### config.mk
export PLATFORM = sky130hd
export DESIGN_NAME = max_pool_2_stream_writer
export DESIGN_NICKNAME = d
export VERILOG_FILES = /design/src/rtl/max_pool_pkg.sv /design/src/rtl/max_pool_2_line_buf.sv /design/src/rtl/max_pool_2_stream_writer.sv
export SDC_FILE = /design/constraint.sdc
export NUM_CORES = 1
export LEC_CHECK = 0
export ABC_CLOCK_PERIOD_IN_PS = 4800
export BUFFER_PORTS_ARGS = -buffer_cell sky130_fd_sc_hd__buf_2
export CORE_MARGIN = 4
export CORE_UTILIZATION = 60
export DETAILED_ROUTE_END_ITERATION = 16
export GPL_ROUTABILITY_DRIVEN = 1
export GPL_TIMING_DRIVEN = 0
export PLACE_DENSITY_LB_ADDON = 0.1
export SYNTH_ARGS = -nofsm -noshare
export SYNTH_HDL_FRONTEND = slang
export SYNTH_SLANG_ARGS = --single-unit
### constraint.sdc
create_clock -name clk -period 4.8 [get_ports clk]
set_clock_uncertainty 0.15 [all_clocks]
set_input_delay 1.2 -clock clk [delete_from_list [all_inputs] [get_ports clk]]
set_output_delay 1.2 -clock clk [all_outputs]
set_load 0.01 [all_outputs]
### src/rtl/max_pool_pkg.sv
// rtl/max_pool_pkg.sv - shared types, constants and signed max helper for the max-pool stages
package max_pool_pkg;

    typedef enum logic [1:0] {
        IDLE = 2'd0,
        RUN  = 2'd1,
        DONE = 2'd2
    } mp_state_t;

    localparam logic [31:0] MP_ADDR_STRIDE = 32'd4;
    localparam logic [3:0]  MP_WE_ALL      = 4'hF;

    // Callers sign-extend narrower pixels to 32 bits before comparing.
    function automatic logic signed [31:0] mp_smax(input logic signed [31:0] a,
                                                   input logic signed [31:0] b);
        return (a > b) ? a : b;
    endfunction

endpackage

### src/rtl/max_pool_2_line_buf.sv
// rtl/max_pool_2_line_buf.sv - half-row line buffer, combinational read / synchronous write
module max_pool_2_line_buf #(
    parameter int DEPTH  = 14,
    parameter int DATA_W = 16,
    parameter int AW     = (DEPTH > 1) ? $clog2(DEPTH) : 1
) (
    input  logic              clk,
    input  logic              we,
    input  logic [AW-1:0]     waddr,
    input  logic [DATA_W-1:0] wdata,
    input  logic [AW-1:0]     raddr,
    output logic [DATA_W-1:0] rdata
);

    // Contents are never reset: every entry is written on an even row before the odd row reads it.
    logic [DATA_W-1:0] mem [DEPTH];

    // Synchronous write port.
    always_ff @(posedge clk) begin
        if (we) begin
            mem[waddr] <= wdata;
        end
    end

    // Asynchronous read keeps the odd-row compare in the same cycle as the pixel.
    always_comb begin
        rdata = mem[raddr];
    end

endmodule

### src/rtl/max_pool_2_stream_writer.sv
// rtl/max_pool_2_stream_writer.sv - streaming 2x2/stride-2 max-pool writing pooled words to BRAM port A
module max_pool_2_stream_writer
    import max_pool_pkg::*;
#(
    parameter int          DATA_W    = 16,
    parameter int          IMG_W     = 28,
    parameter int          IMG_H     = 28,
    parameter int          CHANNELS  = 8,
    parameter logic [31:0] BASE_ADDR = 32'h0000_0000
) (
    input  logic                     clk,
    input  logic                     rst_n,
    input  logic                     start,
    input  logic                     s_valid,
    output logic                     s_ready,
    input  logic signed [DATA_W-1:0] s_data,
    output logic [31:0]              bram_addr,
    output logic [31:0]              bram_din,
    output logic                     bram_en,
    output logic [3:0]               bram_we,
    output logic                     busy,
    output logic                     done
);

    localparam int LB_DEPTH = IMG_W / 2;
    localparam int LB_AW    = (LB_DEPTH > 1) ? $clog2(LB_DEPTH) : 1;
    localparam int CW       = $clog2(IMG_W);
    localparam int RW       = $clog2(IMG_H);
    localparam int CHW      = (CHANNELS > 1) ? $clog2(CHANNELS) : 1;

    localparam logic [CW-1:0]  COL_LAST = CW'(IMG_W - 1);
    localparam logic [RW-1:0]  ROW_LAST = RW'(IMG_H - 1);
    localparam logic [CHW-1:0] CH_LAST  = CHW'(CHANNELS - 1);
    localparam bit             W_ODD    = (IMG_W % 2) == 1;
    localparam bit             H_ODD    = (IMG_H % 2) == 1;

    mp_state_t                 state_q, state_d;
    logic [CW-1:0]             col_q, col_d;
    logic [RW-1:0]             row_q, row_d;
    logic [CHW-1:0]            ch_q, ch_d;
    logic [31:0]               k_q, k_d;
    logic signed [DATA_W-1:0]  h_q, h_d;
    logic [31:0]               bram_addr_q, bram_addr_d;
    logic [31:0]               bram_din_q, bram_din_d;
    logic                      bram_en_q, bram_en_d;

    logic                      accept;
    logic                      in_window;
    logic                      lb_we;
    logic [LB_AW-1:0]          lb_addr;
    logic signed [DATA_W-1:0]  lb_wdata;
    logic signed [DATA_W-1:0]  lb_rdata;
    logic signed [31:0]        max_hx;
    logic signed [31:0]        max_lx;

    max_pool_2_line_buf #(
        .DEPTH  (LB_DEPTH),
        .DATA_W (DATA_W),
        .AW     (LB_AW)
    ) u_line_buf (
        .clk   (clk),
        .we    (lb_we),
        .waddr (lb_addr),
        .wdata (lb_wdata),
        .raddr (lb_addr),
        .rdata (lb_rdata)
    );

    // Window position decode, pooling datapath and frame sequencing.
    always_comb begin
        state_d     = state_q;
        col_d       = col_q;
        row_d       = row_q;
        ch_d        = ch_q;
        k_d         = k_q;
        h_d         = h_q;
        bram_addr_d = bram_addr_q;
        bram_din_d  = bram_din_q;
        bram_en_d   = 1'b0;
        lb_we       = 1'b0;

        accept    = (state_q == RUN) && s_valid;
        // Trailing odd column/row pixels are swallowed without touching the datapath.
        in_window = !(W_ODD && (col_q == COL_LAST)) && !(H_ODD && (row_q == ROW_LAST));
        lb_addr   = LB_AW'(col_q >> 1);
        max_hx    = mp_smax(32'(h_q), 32'(s_data));
        max_lx    = mp_smax(32'(lb_rdata), 32'(s_data));
        lb_wdata  = DATA_W'(max_hx);

        case (state_q)
            IDLE: begin
                if (start) begin
                    state_d = RUN;
                    col_d   = '0;
                    row_d   = '0;
                    ch_d    = '0;
                    k_d     = '0;
                end
            end
            RUN: begin
                if (accept) begin
                    if (in_window) begin
                        case ({row_q[0], col_q[0]})
                            2'b00: h_d = s_data;
                            2'b01: lb_we = 1'b1;
                            2'b10: h_d = DATA_W'(max_lx);
                            default: begin
                                bram_en_d   = 1'b1;
                                bram_addr_d = BASE_ADDR + k_q * MP_ADDR_STRIDE;
                                bram_din_d  = max_hx;
                                k_d         = k_q + 32'd1;
                            end
                        endcase
                    end
                    if (col_q == COL_LAST) begin
                        col_d = '0;
                        if (row_q == ROW_LAST) begin
                            row_d = '0;
                            if (ch_q == CH_LAST) begin
                                ch_d    = '0;
                                state_d = DONE;
                            end else begin
                                ch_d = ch_q + 1'b1;
                            end
                        end else begin
                            row_d = row_q + 1'b1;
                        end
                    end else begin
                        col_d = col_q + 1'b1;
                    end
                end
            end
            DONE:    state_d = IDLE;
            default: state_d = IDLE;
        endcase
    end

    // State, counters and registered BRAM port; asynchronous reset returns everything to IDLE.
    always_ff @(posedge clk or negedge rst_n) begin
        if (!rst_n) begin
            state_q     <= IDLE;
            col_q       <= '0;
            row_q       <= '0;
            ch_q        <= '0;
            k_q         <= '0;
            h_q         <= '0;
            bram_addr_q <= '0;
            bram_din_q  <= '0;
            bram_en_q   <= 1'b0;
        end else begin
            state_q     <= state_d;
            col_q       <= col_d;
            row_q       <= row_d;
            ch_q        <= ch_d;
            k_q         <= k_d;
            h_q         <= h_d;
            bram_addr_q <= bram_addr_d;
            bram_din_q  <= bram_din_d;
            bram_en_q   <= bram_en_d;
        end
    end

    // Output decode from registered state only.
    always_comb begin
        s_ready   = (state_q == RUN);
        busy      = (state_q != IDLE);
        done      = (state_q == DONE);
        bram_addr = bram_addr_q;
        bram_din  = bram_din_q;
        bram_en   = bram_en_q;
        bram_we   = bram_en_q ? MP_WE_ALL : 4'h0;
    end

endmodule

# ---- After elaboration in Yosys (flattened, before gate mapping)
# Memories as Yosys holds them, arrays and structs flattened.
# Cells that the tools add are included.
dict set report classes {
  n_shift 0
  reduce_logical 14
  n_lt_le_gt_ge 2
  muxes 36
  n_addsub 4
  mul 0
  bitwise_logic 1
  eq_ne 13
  n_div 0
}
# cell n
set op_table {}
lappend op_table {{two-way mux 32 bit} 4}
lappend op_table {{case mux 32 bit (2 select lines)} 1}
lappend op_table {{adder 32 x 1 -> 32 bit, second input constant} 1}
lappend op_table {{> comparator 16 bit} 2}
lappend op_table {{case mux 16 bit (2 select lines)} 1}
lappend op_table {{two-way mux 5 bit} 6}
lappend op_table {{case mux 5 bit (2 select lines)} 2}
lappend op_table {{two-way mux 16 bit} 1}
lappend op_table {{two-way mux 3 bit} 5}
lappend op_table {{adder 5 x 1 -> 5 bit, second input constant} 2}
lappend op_table {{== test 5 bit, second input constant} 2}
lappend op_table {{two-way mux 2 bit} 5}
lappend op_table {{AND reduction 5 bit} 2}
lappend op_table {{AND reduction 3 bit} 3}
lappend op_table {{two-way mux 1 bit} 8}
lappend op_table {{inequality test 2 x 1 -> 1 bit, second input constant} 4}
lappend op_table {{AND reduction 4 bit} 2}
lappend op_table {{case mux 3 bit (2 select lines)} 1}
lappend op_table {{nonzero test 2 bit} 3}
lappend op_table {{== test 2 x 1 -> 1 bit, second input constant} 2}
lappend op_table {{== test 2 bit, second input constant} 2}
lappend op_table {{zero test 2 bit} 2}
lappend op_table {{two-way mux 4 bit} 1}
lappend op_table {{inequality test 2 bit, second input constant} 2}
lappend op_table {{other kinds (6)} 6}
dict set report word_totals {
  word_cells 80
  latchBits 0
  out_inout_bits 72
  in_bits 20
  register_bits 126
  ram_bits 224
  mem_bits_ro 0
  mem_count 1
}
# name words width read_ports rd_ports_with_merged_regs wr line
set memory_table {}
lappend memory_table {u_line_buf.mem 14 16 1 0 1 max_pool_2_line_buf.sv:16} ;# logic [DATA_W-1:0] mem [DEPTH];

# ---- Depth between registers and ports, before layout
dict set report depth {
  word_depth 6
  depth_mapped 14
  mapped_depth_nobuf 10
}

# ---- Modules after synthesis
# A second synthesis with hierarchy kept.
dict set report unflattened {
  hier_cells 969
  area_unflattened_um2 14587.7
}
# module instances cells_each area_per_inst_um2
set by_module_without_submodules {}
lappend by_module_without_submodules {max_pool_2_line_buf 1 379 8600.7}
lappend by_module_without_submodules {max_pool_2_stream_writer 1 590 5987.0}

# ---- Least setup slack after synthesis
# No wires, ideal clock.
dict set report synth_path {
  path_type {input to register}
  startpoint {in s_data[15]}
  endpoint {mem u_line_buf.mem[0][0], data pin}
  setup_ps 325
  required_time_ps 4325
  path_buffers 1
  arrival_time_ps 3210
  path_stages 7
  slack_ps 1115
  cell_sequence {inv_1 -> ha_1 -> nand2_1 -> or3_1 -> o21a_1 -> buf_2 -> o31ai_1}
}
dict set report synth_via {
  elab_chain_len 2
}
# item line
set synth_rtl {}
lappend synth_rtl {{start, declared} max_pool_2_stream_writer.sv:16} ;# input logic signed [DATA_W-1:0] s_data,
lappend synth_rtl {{> comparator 16 bit} max_pool_pkg.sv:16} ;# return (a > b) ? a : b;
lappend synth_rtl {{two-way mux 32 bit} max_pool_pkg.sv:16}
lappend synth_rtl {{via max_hx[0]} max_pool_2_stream_writer.sv:53} ;# logic signed [31:0] max_hx;
lappend synth_rtl {{end, declared} max_pool_2_line_buf.sv:16}
# The timed path passes the listed nets, and every way through them passes these cells.

# ---- Worst setup path in the final report
dict set report layout_path {
  startpoint {reg col_q[1]}
  endpoint {reg h_q[11]}
}
dict set report layout_via {
  elab_chain_len 4
}
# item line
set layout_rtl {}
lappend layout_rtl {{start, declared} max_pool_2_stream_writer.sv:38} ;# logic [CW-1:0] col_q, col_d;
lappend layout_rtl {{start signal, assigned} max_pool_2_stream_writer.sv:152} ;# col_q <= col_d;
lappend layout_rtl {{memory (14 x 16 bit) *} --}
lappend layout_rtl {{> comparator 16 bit} max_pool_pkg.sv:16}
lappend layout_rtl {{two-way mux 16 bit *} max_pool_pkg.sv:16}
lappend layout_rtl {{case mux 16 bit (2 select lines) *} max_pool_2_stream_writer.sv:103} ;# case ({row_q[0], col_q[0]})
lappend layout_rtl {{end signal, assigned} max_pool_2_stream_writer.sv:146} ;# h_q <= '0;
lappend layout_rtl {{end signal, assigned} max_pool_2_stream_writer.sv:156} ;# h_q <= h_d;
lappend layout_rtl {{end, declared} max_pool_2_stream_writer.sv:42} ;# logic signed [DATA_W-1:0] h_q, h_d;
# Every way passes the cells marked *; elsewhere a longest branch is shown, timed or not.
# A chain may end at the register's enable or synchronous reset.

==> out/metrics.cfg <==
[critical_path]
rr_startpoint = col_q[1]
r2r_cells = 14
required_ns = 5.03
crit_type = flop to flop
end_kind = flop
start_kind = flop
timing.rr.end = h_q[11]
r2r_slack_ns = 0.25
cp_max_fo = 10
arrival_ns = 4.79

[cts]
cts_hold_buf = 0
htree_levels = 2
cts_sinks = 332
cts_inserted_buffers = 35
cts-root-buf = clkbuf_16
clock_path_buffers = 3
cts_setup_buffers = 0
path_clk_slew_ns = 0.05
cts_tree = yes
clock_latency_ns = 0.52

[cells_and_area]
final_cell_mix = edfxtp_1 (224), nand2_1 (131), dfrtp_1 (108)
fillers = 1641
layout-drive-gt1-share = 0.252
final_cells = 1517
syn_to_final_growth_pct = 14.8
layout_commonest_cell = edfxtp_1
nets = 1230
diodes = 0
final_util = 0.706
design_area_mm2 = 0.0167

[grt]
track_usage = 0.244
antenna_found_initial = 0
grt_pass1_wl_mm = 50.2
grt_max_degree = 71
grt_pass1_vias = 8949
grt_overflow = 0

[logic_synthesis]
synth_adder_area_share = 0.0319
async_flop_share = 0.325
synth_cell_types = 62
synth_flop_cell = edfxtp_1
muxShareOfSynthArea = 0.0978
synth_compound_gate_area_share = 0.0689
yosysSeqAreaShare = 0.649
ys_seq_elements = 332
syn_area_mm2 = 0.0145
synth_top_family_by_area = simple AND/OR/NAND/NOR gates
synth_xor_area_frac = 0.0175
syn_avg_cell_area_um2 = 14.0
synth_edf_count = 224
ys.warnings.count = 0
syn_inst = 1036
synth-simple-area-share = 0.101

[sta]
setup_viol = 0
hold_violations = 0
rsz0062_at_grt = false
tightest_slew_ns = 0.982
fmax_mhz = 220
fin_crit_sh = 0.948
setup_tns_ns = 0
period_minus_slack_ns = 4.55
setup_ws_ns = 0.249
relSlewSlack = 0.341
drv_slew = 0

[hold_path]
hold_depth = 2
min_to = bram_addr[12]
min-delay-start = bram_addr[12]
holdCritPathClass = flop to flop

[route]
wl_per_cell_um = 20.8
initialDrtViolationCount = 857
vias_per_cell = 5.89
drt_drc_violations_left = 0
first_pass_iters = 5
ant_nets = 0
wl_mm = 31.5
vias = 8940

[floorplanning]
io_pins = 92
initial_core_util = 0.615
die_area_mm2 = 0.0268
num_rows = 56
dieWidth_um = 164
core-area_mm2 = 0.0236
die_height_um = 164

[power]
p_leak_nw = 6.57
ir_worst_vdd_v = 0.000475
p_per_area_mw_per_mm2 = 618

[place]
port_buffers = 89
dp.cells = 1455
place_ws_ns = -0.109
gp_congestion = 0.877
hpwl_mm = 22.1
placed_area_mm2 = 0.0156

[run]
drv_cap = 0

[run_status]
status = complete, no violations

## timing repair
item,4_1_cts,5_1_grt
resized for setup,3,7
hold endpoints to repair,0,0
endpoints found under the setup margin,11,11
## metrics by stage
stage	total power, W	hold slack, ns
floorplan	0.00652	0.297
detailed placement	0.00777	0.309
global placement	0.00760	0.303
finish	0.0103	0.319
CTS	0.0104	0.323
global route	0.0109	0.342
## critical path: stages (launching register included)
cell	delay, ns
dfrtp_1	0.35
clkbuf_1	0.23
clkbuf_4	0.32
buf_2	0.29
mux2_2	0.37
mux2i_1	0.14
a21oi_1	0.18
ha_1	0.40
nand4_1	0.21
nor4_2	0.37
a21boi_1	0.29
o32ai_1	0.20
a21o_1	0.30
buf_2	0.24
a221o_1	0.37
## worst max path at each step
stage / startpoint / endpoint / slack (ns)
floorplan: s_data[15] / u_line_buf.mem[0][0] / 1.11
global placement: col_q[2] / h_q[13] / -0.09
detailed placement: col_q[2] / h_q[12] / -0.11
CTS: col_q[2] / h_q[11] / 0.05
global route: col_q[1] / h_q[8] / 0.06
finish: col_q[1] / h_q[11] / 0.25
## synthesized netlist by cell type, drive strengths merged (7+ instances only)
master,n,area (um^2)
ha,37,463
a31oi,16,144
xnor2,20,175
mux4,48,1080
nand2b,7,43.8
nor2,79,299
edfxtp,224,6730
clkbuf,29,110
nor2b,17,106
nand3,29,180
a21o,7,52.6
xor2,9,78.8
o21ai,38,231
nor3,8,40.0
dfrtp,108,2700
a221o,15,150
nor4,7,50.1
a21oi,34,174
nand2,131,492
mux2i,16,160
nand4,15,93.8
buf,38,260
o22ai,16,100
mux2,16,180
inv,33,124
## cell type report
class | count | area [um^2] | share of cell area
Inverter | 33 | 124 | 0.00743
Timing Repair Buffer | 99 | 607 | 0.0364
Sequential cell | 332 | 9430 | 0.565
Buffer | 67 | 383 | 0.0230
Clock inverter | 15 | 143 | 0.00855
Tap cell | 319 | 399 | 0.0239
Multi-Input combinational cell | 605 | 4660 | 0.279
Clock buffer | 47 | 941 | 0.0564
## cells by family (layout without fill, tap and decap cells)
kind of cell | Yosys count | in the layout
flip-flops | 332 | 332
other | 1 | 2
buffers and inverters | 100 | 261
adder cells (fa/ha/maj) | 37 | 37
multiplexers | 80 | 80
AND/OR/NAND/NOR | 313 | 313
XOR/XNOR | 29 | 29
AO/OA/AOI/OAI | 144 | 144
## metal layers
layer | up-vias | wire, um | GRT usage
met5 | - | 0 | 0
met4 | 0 | 574 | 0.0599
li1 | 4114 | - | -
met1 | 4495 | 13600 | 0.352
met3 | 49 | 1950 | 0.0348
met2 | 282 | 15400 | 0.399
## state kept, by name, summed over array words and instances (netlist names)
name            flops
bram_en             1
k_q                30
col_q               5
row_q               5
state_q             2
ch_q                3
u_line_buf.mem    224
h_q                16
bram_addr          30
bram_din           16
## report_power, final
| group | total [W] | switching, W | internal [W] | leakage [nW] |
|---|---|---|---|---|
| Sequential | 0.00412 | 0.000222 | 0.00390 | 3.44 |
| Combinational | 0.00362 | 0.00225 | 0.00137 | 2.60 |
| Clock | 0.00257 | 0.00108 | 0.00150 | 0.534 |
Note: power is estimated with default switching activity, not from simulation.
